--- src/rtl/servo_pwm_gen.sv ---
// servo_pwm_gen: hobby-servo PWM generator.
// Samples a 10-bit position once per frame. A multicycle restoring divider maps
// it to a target pulse width. The pulse width in effect moves toward that target
// by at most SLEW_US per frame.
// Ports:
//   CLK          system clock
//   SW1_N        asynchronous active-low reset
//   EN           output enable (PWM_OUT forced low when 0)
//   i_pos        commanded position, sampled at each frame boundary
//   PWM_OUT      registered servo pulse
//   FRAME_START  one-CLK pulse after each frame boundary
//   cur_width_us pulse width (us) in effect for the current frame
//   busy         high while the divider is computing
module servo_pwm_gen #(
  parameter int unsigned CLK_FREQ_HZ  = 12000000,
  parameter int unsigned FRAME_US     = 20000,
  parameter int unsigned PULSE_MIN_US = 1000,
  parameter int unsigned PULSE_MAX_US = 2000,
  parameter logic [9:0]  MIN_POS      = 10'd228,
  parameter logic [9:0]  MAX_POS      = 10'd830,
  parameter int unsigned SLEW_US      = 20
) (
  input  logic        CLK,
  input  logic        SW1_N,
  input  logic        EN,
  input  logic [9:0]  i_pos,
  output logic        PWM_OUT,
  output logic        FRAME_START,
  output logic [11:0] cur_width_us,
  output logic        busy
);

  localparam int unsigned TICK_DIV = CLK_FREQ_HZ / 1000000;
  localparam int unsigned PW       = (TICK_DIV > 1) ? $clog2(TICK_DIV) : 1;
  localparam int unsigned UW       = $clog2(FRAME_US);
  localparam logic [11:0] MID      = 12'((PULSE_MIN_US + PULSE_MAX_US) / 2);
  localparam logic [9:0]  DIVISOR  = MAX_POS - MIN_POS;
  localparam logic [9:0]  RANGE    = 10'(PULSE_MAX_US - PULSE_MIN_US);

  typedef enum logic [1:0] {S_IDLE, S_LOAD, S_DIV, S_DONE} state_t;

  state_t          r_state;
  logic [PW-1:0]   r_presc;
  logic [UW-1:0]   r_us_cnt;
  logic [11:0]     r_target_us;
  logic [9:0]      r_pos_q;
  logic [19:0]     r_quo;
  logic [9:0]      r_rem;
  logic [4:0]      r_bit;

  logic            w_tick;
  logic            w_frame_end;
  logic [9:0]      w_pos_c;
  logic [9:0]      w_off;
  logic [19:0]     w_num;
  logic [10:0]     w_rem_sh;
  logic            w_ge;
  logic [9:0]      w_rem_nx;
  logic [12:0]     w_up;
  logic [11:0]     w_slew_next;

  assign w_tick      = (r_presc == PW'(TICK_DIV - 1));
  assign w_frame_end = w_tick && (r_us_cnt == UW'(FRAME_US - 1));

  // Clamp and numerator, consumed in LOAD.
  always_comb begin
    w_pos_c = r_pos_q;
    if (r_pos_q < MIN_POS)      w_pos_c = MIN_POS;
    else if (r_pos_q > MAX_POS) w_pos_c = MAX_POS;
    w_off = w_pos_c - MIN_POS;
    w_num = 20'(w_off) * 20'(RANGE);
  end

  // One restoring-division step. The numerator bits shift out of r_quo as the
  // quotient bits shift in.
  always_comb begin
    w_rem_sh = {r_rem, r_quo[19]};
    w_ge     = (w_rem_sh >= {1'b0, DIVISOR});
    w_rem_nx = w_ge ? 10'(w_rem_sh - {1'b0, DIVISOR}) : w_rem_sh[9:0];
  end

  // Slew limit. The downward branch is guarded so cur - SLEW never wraps.
  always_comb begin
    w_up        = 13'(cur_width_us) + 13'(SLEW_US);
    w_slew_next = r_target_us;
    if (SLEW_US != 0) begin
      if ({1'b0, r_target_us} > w_up)
        w_slew_next = w_up[11:0];
      else if ((cur_width_us > 12'(SLEW_US)) &&
               (r_target_us < (cur_width_us - 12'(SLEW_US))))
        w_slew_next = cur_width_us - 12'(SLEW_US);
    end
  end

  // Timebase and PWM output.
  always_ff @(posedge CLK or negedge SW1_N) begin
    if (!SW1_N) begin
      r_presc      <= '0;
      r_us_cnt     <= '0;
      PWM_OUT      <= 1'b0;
      FRAME_START  <= 1'b0;
      cur_width_us <= MID;
    end else begin
      r_presc <= w_tick ? '0 : r_presc + PW'(1);
      if (w_tick)
        r_us_cnt <= w_frame_end ? '0 : r_us_cnt + UW'(1);
      FRAME_START <= w_frame_end;
      if (w_frame_end)
        cur_width_us <= w_slew_next;
      PWM_OUT <= EN && (32'(r_us_cnt) < 32'(cur_width_us));
    end
  end

  // Divider FSM: LOAD (1) + DIV (20) with busy high, then DONE.
  always_ff @(posedge CLK or negedge SW1_N) begin
    if (!SW1_N) begin
      r_state     <= S_IDLE;
      busy        <= 1'b0;
      r_pos_q     <= '0;
      r_quo       <= '0;
      r_rem       <= '0;
      r_bit       <= '0;
      r_target_us <= MID;
    end else begin
      if (w_frame_end)
        r_pos_q <= i_pos;
      case (r_state)
        S_IDLE: begin
          if (w_frame_end) begin
            busy    <= 1'b1;
            r_state <= S_LOAD;
          end
        end
        S_LOAD: begin
          r_quo   <= w_num;
          r_rem   <= '0;
          r_bit   <= '0;
          r_state <= S_DIV;
        end
        S_DIV: begin
          r_rem <= w_rem_nx;
          r_quo <= {r_quo[18:0], w_ge};
          r_bit <= r_bit + 5'd1;
          if (r_bit == 5'd19) begin
            busy    <= 1'b0;
            r_state <= S_DONE;
          end
        end
        S_DONE: begin
          r_target_us <= 12'(PULSE_MIN_US) + r_quo[11:0];
          // A coincident boundary restarts at once; its slew used the old target.
          if (w_frame_end) begin
            busy    <= 1'b1;
            r_state <= S_LOAD;
          end else begin
            r_state <= S_IDLE;
          end
        end
        default: r_state <= S_IDLE;
      endcase
    end
  end

endmodule
--- config.mk ---
export PLATFORM = sky130hd
export DESIGN_NAME = servo_pwm_gen
export DESIGN_NICKNAME = d
export VERILOG_FILES = /design/src/rtl/servo_pwm_gen.sv
export SDC_FILE = /design/constraint.sdc
export NUM_CORES = 1
export LEC_CHECK = 0
export ABC_CLOCK_PERIOD_IN_PS = 15000
export CORE_ASPECT_RATIO = 0.7
export CORE_MARGIN = 2
export CORE_UTILIZATION = 60
export DETAILED_ROUTE_END_ITERATION = 10
export PLACE_DENSITY = 0.79
export SLEW_MARGIN = 25
export SYNTH_ARGS = -nofsm -noshare
export SYNTH_HDL_FRONTEND = slang
export SYNTH_SLANG_ARGS = --single-unit
--- constraint.sdc ---
create_clock -name CLK -period 15 [get_ports CLK]
set_input_delay 3 -clock CLK [delete_from_list [all_inputs] [get_ports CLK]]
set_output_delay 3 -clock CLK [all_outputs]
set_load 0.005 [all_outputs]
# After elaboration in Yosys (flattened, before gate mapping)
# Cells that the tools add are included.
dict set report word_totals {
  register_bits 93
  input_bits 13
  word_cells 63
}
dict set report classes {
  add_sub_neg 8
  multipliers 1
  magnitude_cmp 7
  eq_ne 9
  muxes 17
  reduce_logical 9
}
# op count
set ops {}
lappend ops {{case mux 20 bit (2 select lines)} 1}
lappend ops {{2-to-1 mux 10 bit} 3}
lappend ops {{2-to-1 mux 12 bit} 2}
lappend ops {{case mux 10 bit (2 select lines)} 1}
lappend ops {{multiplier 10 x 7 -> 17 bit (second input constant)} 1}
lappend ops {{adder 15 x 1 -> 15 bit (second input constant)} 1}
lappend ops {{== test 15 bit (second input constant)} 1}
lappend ops {{< comparator 15 x 12 -> 1 bit} 1}
lappend ops {{2-to-1 mux 15 bit} 1}
lappend ops {{adder 12 x 5 -> 13 bit (second input constant)} 1}
lappend ops {{> comparator 12 x 13 -> 1 bit} 1}
lappend ops {{adder 10 x 12 -> 12 bit (first input constant)} 1}
lappend ops {{> comparator 12 x 5 -> 1 bit (second input constant)} 1}
lappend ops {{< comparator 12 bit} 1}
lappend ops {{subtractor 12 x 5 -> 12 bit (second input constant)} 1}
lappend ops {{>= comparator 11 x 10 -> 1 bit (second input constant)} 1}
lappend ops {{> comparator 10 bit (second input constant)} 1}
lappend ops {{< comparator 10 x 8 -> 1 bit (second input constant)} 1}
lappend ops {{case mux 5 bit (2 select lines)} 1}
lappend ops {{subtractor 10 bit (second input constant)} 1}
lappend ops {{subtractor 10 x 8 -> 10 bit (second input constant)} 1}
lappend ops {{case mux 2 bit (4 select lines)} 1}
lappend ops {{adder 5 x 1 -> 5 bit (second input constant)} 1}
lappend ops {{== test 5 bit (second input constant)} 1}
lappend ops {{16 further kinds} 24}

# Logic depth before layout (Yosys ltp)
dict set report logic_depth {
  depth_word 6
  depth_mapped 25
  mapped_depth_nobuf 24
}

# Worst setup path before layout
# OpenSTA, ideal clock, no wires.
dict set report synth_path {
  path_kind {flip-flop to flip-flop}
  start {register r_pos_q[4]}
  end {register r_quo[19]}
  arrival_time_ns 5.746
  required_time_ns 14.876
  slack_ns 9.130
  stages_incl_launch_ff 24
  path_buffers 1
  period_less_slack_ns 5.870
  cell_sequence {dfrtp_1 > buf_2 > nor3_2 > nor2_1 > or2_2 > a21oi_1 > ha_1 > nor2b_1 > nor2b_1 > o211ai_1 > nand3_1 > xnor2_1 > fa_1 > fa_1 > fa_1 > inv_1 > ha_1 > a21oi_1 > nand2_1 > o21ai_0 > o21ai_0 > a221oi_1 > nor2_1 > a211o_1}
}
dict set report synth_via {
  elab_chain_len 6
  elab_cells_between_ends 7
}
# item line
set synth_rtl {}
lappend synth_rtl {{start: declaration} 46} ;# logic [9:0] r_pos_q;
lappend synth_rtl {{start signal: assignment} 126} ;# r_pos_q <= i_pos;
lappend synth_rtl {{> comparator 10 bit} 69} ;# else if (r_pos_q > MAX_POS) w_pos_c = MAX_POS;
lappend synth_rtl {{2-to-1 mux 10 bit} 69}
lappend synth_rtl {{2-to-1 mux 10 bit *} 68} ;# if (r_pos_q < MIN_POS) w_pos_c = MIN_POS;
lappend synth_rtl {{subtractor 10 x 8 -> 10 bit *} 70} ;# w_off = w_pos_c - MIN_POS;
lappend synth_rtl {{multiplier 10 x 7 -> 17 bit *} 71} ;# w_num = 20'(w_off) * 20'(RANGE);
lappend synth_rtl {{case mux 20 bit (2 select lines) *} 127} ;# case (r_state)
lappend synth_rtl {{end signal: assignment} 135} ;# r_quo <= w_num;
lappend synth_rtl {{end signal: assignment} 142} ;# r_quo <= {r_quo[18:0], w_ge};
lappend synth_rtl {{end: declaration} 47} ;# logic [19:0] r_quo;
# Every way passes the cells marked *; elsewhere a longest branch is shown, timed or not.
# A chain may end at the register's enable or synchronous reset.

# Worst setup path after layout
dict set report layout_path {
  start {register r_pos_q[5]}
  end {register r_quo[19]}
}
# Same word-level chain as after synthesis.

==> summary.txt <==
Outcome
  • Status: completed

Synthesis
  • Most common cell in the netlist: nand2_1
  • Number of synthesized register bits: 93
  • Synthesized area: roughly 7500 sq um
  • Synth area leader: dfrtp_1
  • Distinct cells, synth: 62
  • Syn_area_per_cell: 8.92 sq um
  • Post-synth EDFFs: 0
  • Synth Instances: 844
  • Seq/Total Area, Yosys: 0.311
  • Syn_nets: between 900 and 1k
  • Synth warnings: 0
  • Synth cell count leaders: 91 x nand2_1, 85 x ha_1, 81 x inv_1
  • Async SR Flop Fraction: 1.00
  • Main synth FF type: dfrtp_1
  • Synth area leaders: dfrtp_1 26%, ha_1 14%, fa_1 6.4%, dfstp_2 4.9%, nand2_1 4.5%
  • Synth top area share: 0.263

Global route
  • Initial antenna violation count: 0
  • Grt ovf: 0
  • GRT Util Overall: 0.274
  • Vias in the first global route: between 5k and 6k
  • Largest net degree at the start of global routing: 74
  • Global-route wire length before repair: a little under 30 mm

Timing
  • Clk_skew: 0.0133 ns
  • Setup_tns: 0 ns
  • Post-route minimum period: around 6.6 ns
  • Final Cycle Share: 0.440
  • Tightest Pin Transition: around 0.98 ns
  • Worst Setup Slack, final: 8.40 ns
  • Slew Limit Fails: 0
  • Final hold slack: a little under 0.5 ns
  • Rel. slew slack: 0.348
  • Fmax: ~150 MHz
  • RSZ-0062 raised after global routing: false
  • Hold Violations, Final: 0
  • Endpoints failing setup: 0

Final layout
  • Final-layout fill cell count: between 900 and 1k
  • Layout Cells excl Fill: ~1.0k
  • Nets: 975
  • Diode count: 0
  • Area of the multi-input gates: 4750 sq um
  • Area grow syn2layout: 9.12%
  • Register area: about 2300 sq um
  • Fraction of layout cells with a size suffix above 1: 0.0688
  • Final core occ: 0.666

Critical path
  • Crit path buf inv count: 2
  • CP Cell Sequence: nand3_1 -> nor2_1 -> nor2_1 -> or3_1 -> inv_1 -> ha_1 -> nor2b_1 -> nor2b_1 -> o211ai_1 -> nand3_1 -> xnor2_1 -> fa_1 -> fa_1 -> fa_1 -> inv_1 -> ha_1 -> a21oi_1 -> nand2_1 -> o21ai_0 -> o21ai_0 -> a221oi_1 -> nor2_1 -> a211o_1
  • Slowest-stage cell, CP: dfrtp_1
  • Crit path max fanout: 9
  • Startpoint Class: flip-flop
  • CP Capture Type: flip-flop
  • Worst path top cell family by delay: adder cells
  • Critical Path RT: between 15 and 20 ns
  • Delay of the slowest critical-path stage: roughly 0.51 ns
  • Worst path arrival time: ~6.8 ns
  • Critical path class: flip-flop to flip-flop

Die
  • Die width: 138 microns
  • I/O pin count: 28
  • Site Rows: 34
  • Die H: ~98 microns
  • CORE AREA: between 10000 and 15000 sq um
  • Initial core utilization: 0.610
  • Die footprint: around 13000 sq um

Drt
  • DRC: 0
  • First-pass iteration count of the detailed router: 4
  • Vias/cell: about 6.0
  • Final wirelength: approximately 17 mm
  • Wire per inst: about 17 microns
  • DRT antenna net count: 0
  • DR iter-0 viols: approximately 350
  • Vias: between 6k and 7k

Place
  • Hpwl dp: between 10 and 15 mm
  • # port buffers: 27
  • Placed Instances: 1003
  • Post-place setup slack: roughly 8.5 ns
  • GPL Wtd Cong: 0.948

Clocking
  • # hold bufs at CTS: 0
  • CTS Buffer Depth: 2
  • Post-CTS setup buffer count: 0
  • TritonCTS buffer count: 9
  • Htree depth: 3
  • CTS tree: done
  • CTS Root Cell: clkbuf_16
  • Skew-Pair Late Insertion Delay: around 0.34 ns
  • Post-CTS Resized: 0
  • Clock transition at the registers of the reported paths: ~0.070 ns
  • CTS sink cnt: 93

Power and ir drop
  • Max VDD drop: 0.0573 mV
  • Cell area power density: around 60 nW/um^2
  • Total leakage power: 3.80 nW

Worst hold path
  • Min-delay worst type: flip-flop to flip-flop

Job
  • Max_cap viols: 0
==> cell families (layout without fill, tap and decap cells) <==
logic type | after synthesis | after routing | share of synthesized area
and+or+nand+nor | 275 | 275 | 0.176
muxes | 26 | 26 | 0.0366
buffers and inverters | 115 | 129 | 0.0607
xor gates and xnor gates | 57 | 57 | 0.0663
AOI/OAI and AO/OA | 168 | 168 | 0.143
DFF | 93 | 93 | 0.311
adders and majority gates | 110 | 110 | 0.206
==> layout by cell type, fill, tap and decap left out, types with 6 or more instances in the layout <==
cell type / count
nand3_1: 30
mux2_2: 12
nand2_1: 91
a31oi_1: 7
xor2_1: 18
fa_1: 24
or3_1: 6
nand3b_1: 6
o21bai_1: 6
o21a_1: 7
mux2i_1: 14
nand4_1: 9
nor2b_1: 11
dfstp_2: 14
clkbuf_16: 9
nand2b_1: 12
a211oi_1: 7
nor2_1: 60
o2111ai_1: 8
nor3_1: 20
a21o_1: 13
a21oi_1: 45
ha_1: 84
dfrtp_1: 79
xnor2_1: 39
o21ai_0: 39
inv_1: 81
clkdlybuf4s50_1: 26
==> cell type report <==
class,count,area share
clock buffers,9,0.0274
multi-input cells,636,0.578
flip-flops and latches,93,0.285
repair buffers,31,0.0372
inverters,82,0.0375
clock inverters,7,0.00975
well taps,162,0.0247
==> where the power goes <==
part	leakage (nW)	switching (mW)	internal [mW]	total [mW]
clock	0.148	0.105	0.132	0.236
sequential	1.19	0	0.251	0.251
combinational	2.46	0.00532	0.00288	0.00821
total	3.80	0.110	0.385	0.495
==> metal layers <==
layer  vias up  track usage  part of all wire
met3        18       0.0579             0.063
met4         0       0.0557             0.010
met1      2954        0.415              0.48
li1       2943            -                 -
met2       170        0.409              0.45
met5         -            0                 0
==> through the flow <==
step	instance area, sq um	total power, mW
2_1_floorplan	7530	0.256
3_3_place_gp	7880	0.264
3_5_place_dp	7880	0.264
4_1_cts	8180	0.498
5_1_grt	8220	0.511
6_report	8220	0.495
==> final timing paths <==
path,from,endpoint,slack (ns),cells past startpoint
worst max-delay path,r_pos_q[5],r_quo[19],8.40,23
min in group asynchronous,SW1_N,r_rem[6],2.58,1
max in group asynchronous,SW1_N,cur_width_us[5],11.26,2
worst max register to register,r_pos_q[5],r_quo[19],8.40,23
worst min register to register,r_presc[1],r_presc[1],0.50,1
worst min-delay path,r_presc[1],r_presc[1],0.50,1
==> registers in the layout, indices dropped and copies added, names as in the netlist, 2 cells and up <==
name,cells
cur_width_us,12
r_bit,5
r_pos_q,10
r_presc,4
r_quo,20
r_rem,10
r_state,2
r_target_us,12
r_us_cnt,15
Note: power is estimated with default switching activity, not from simulation.
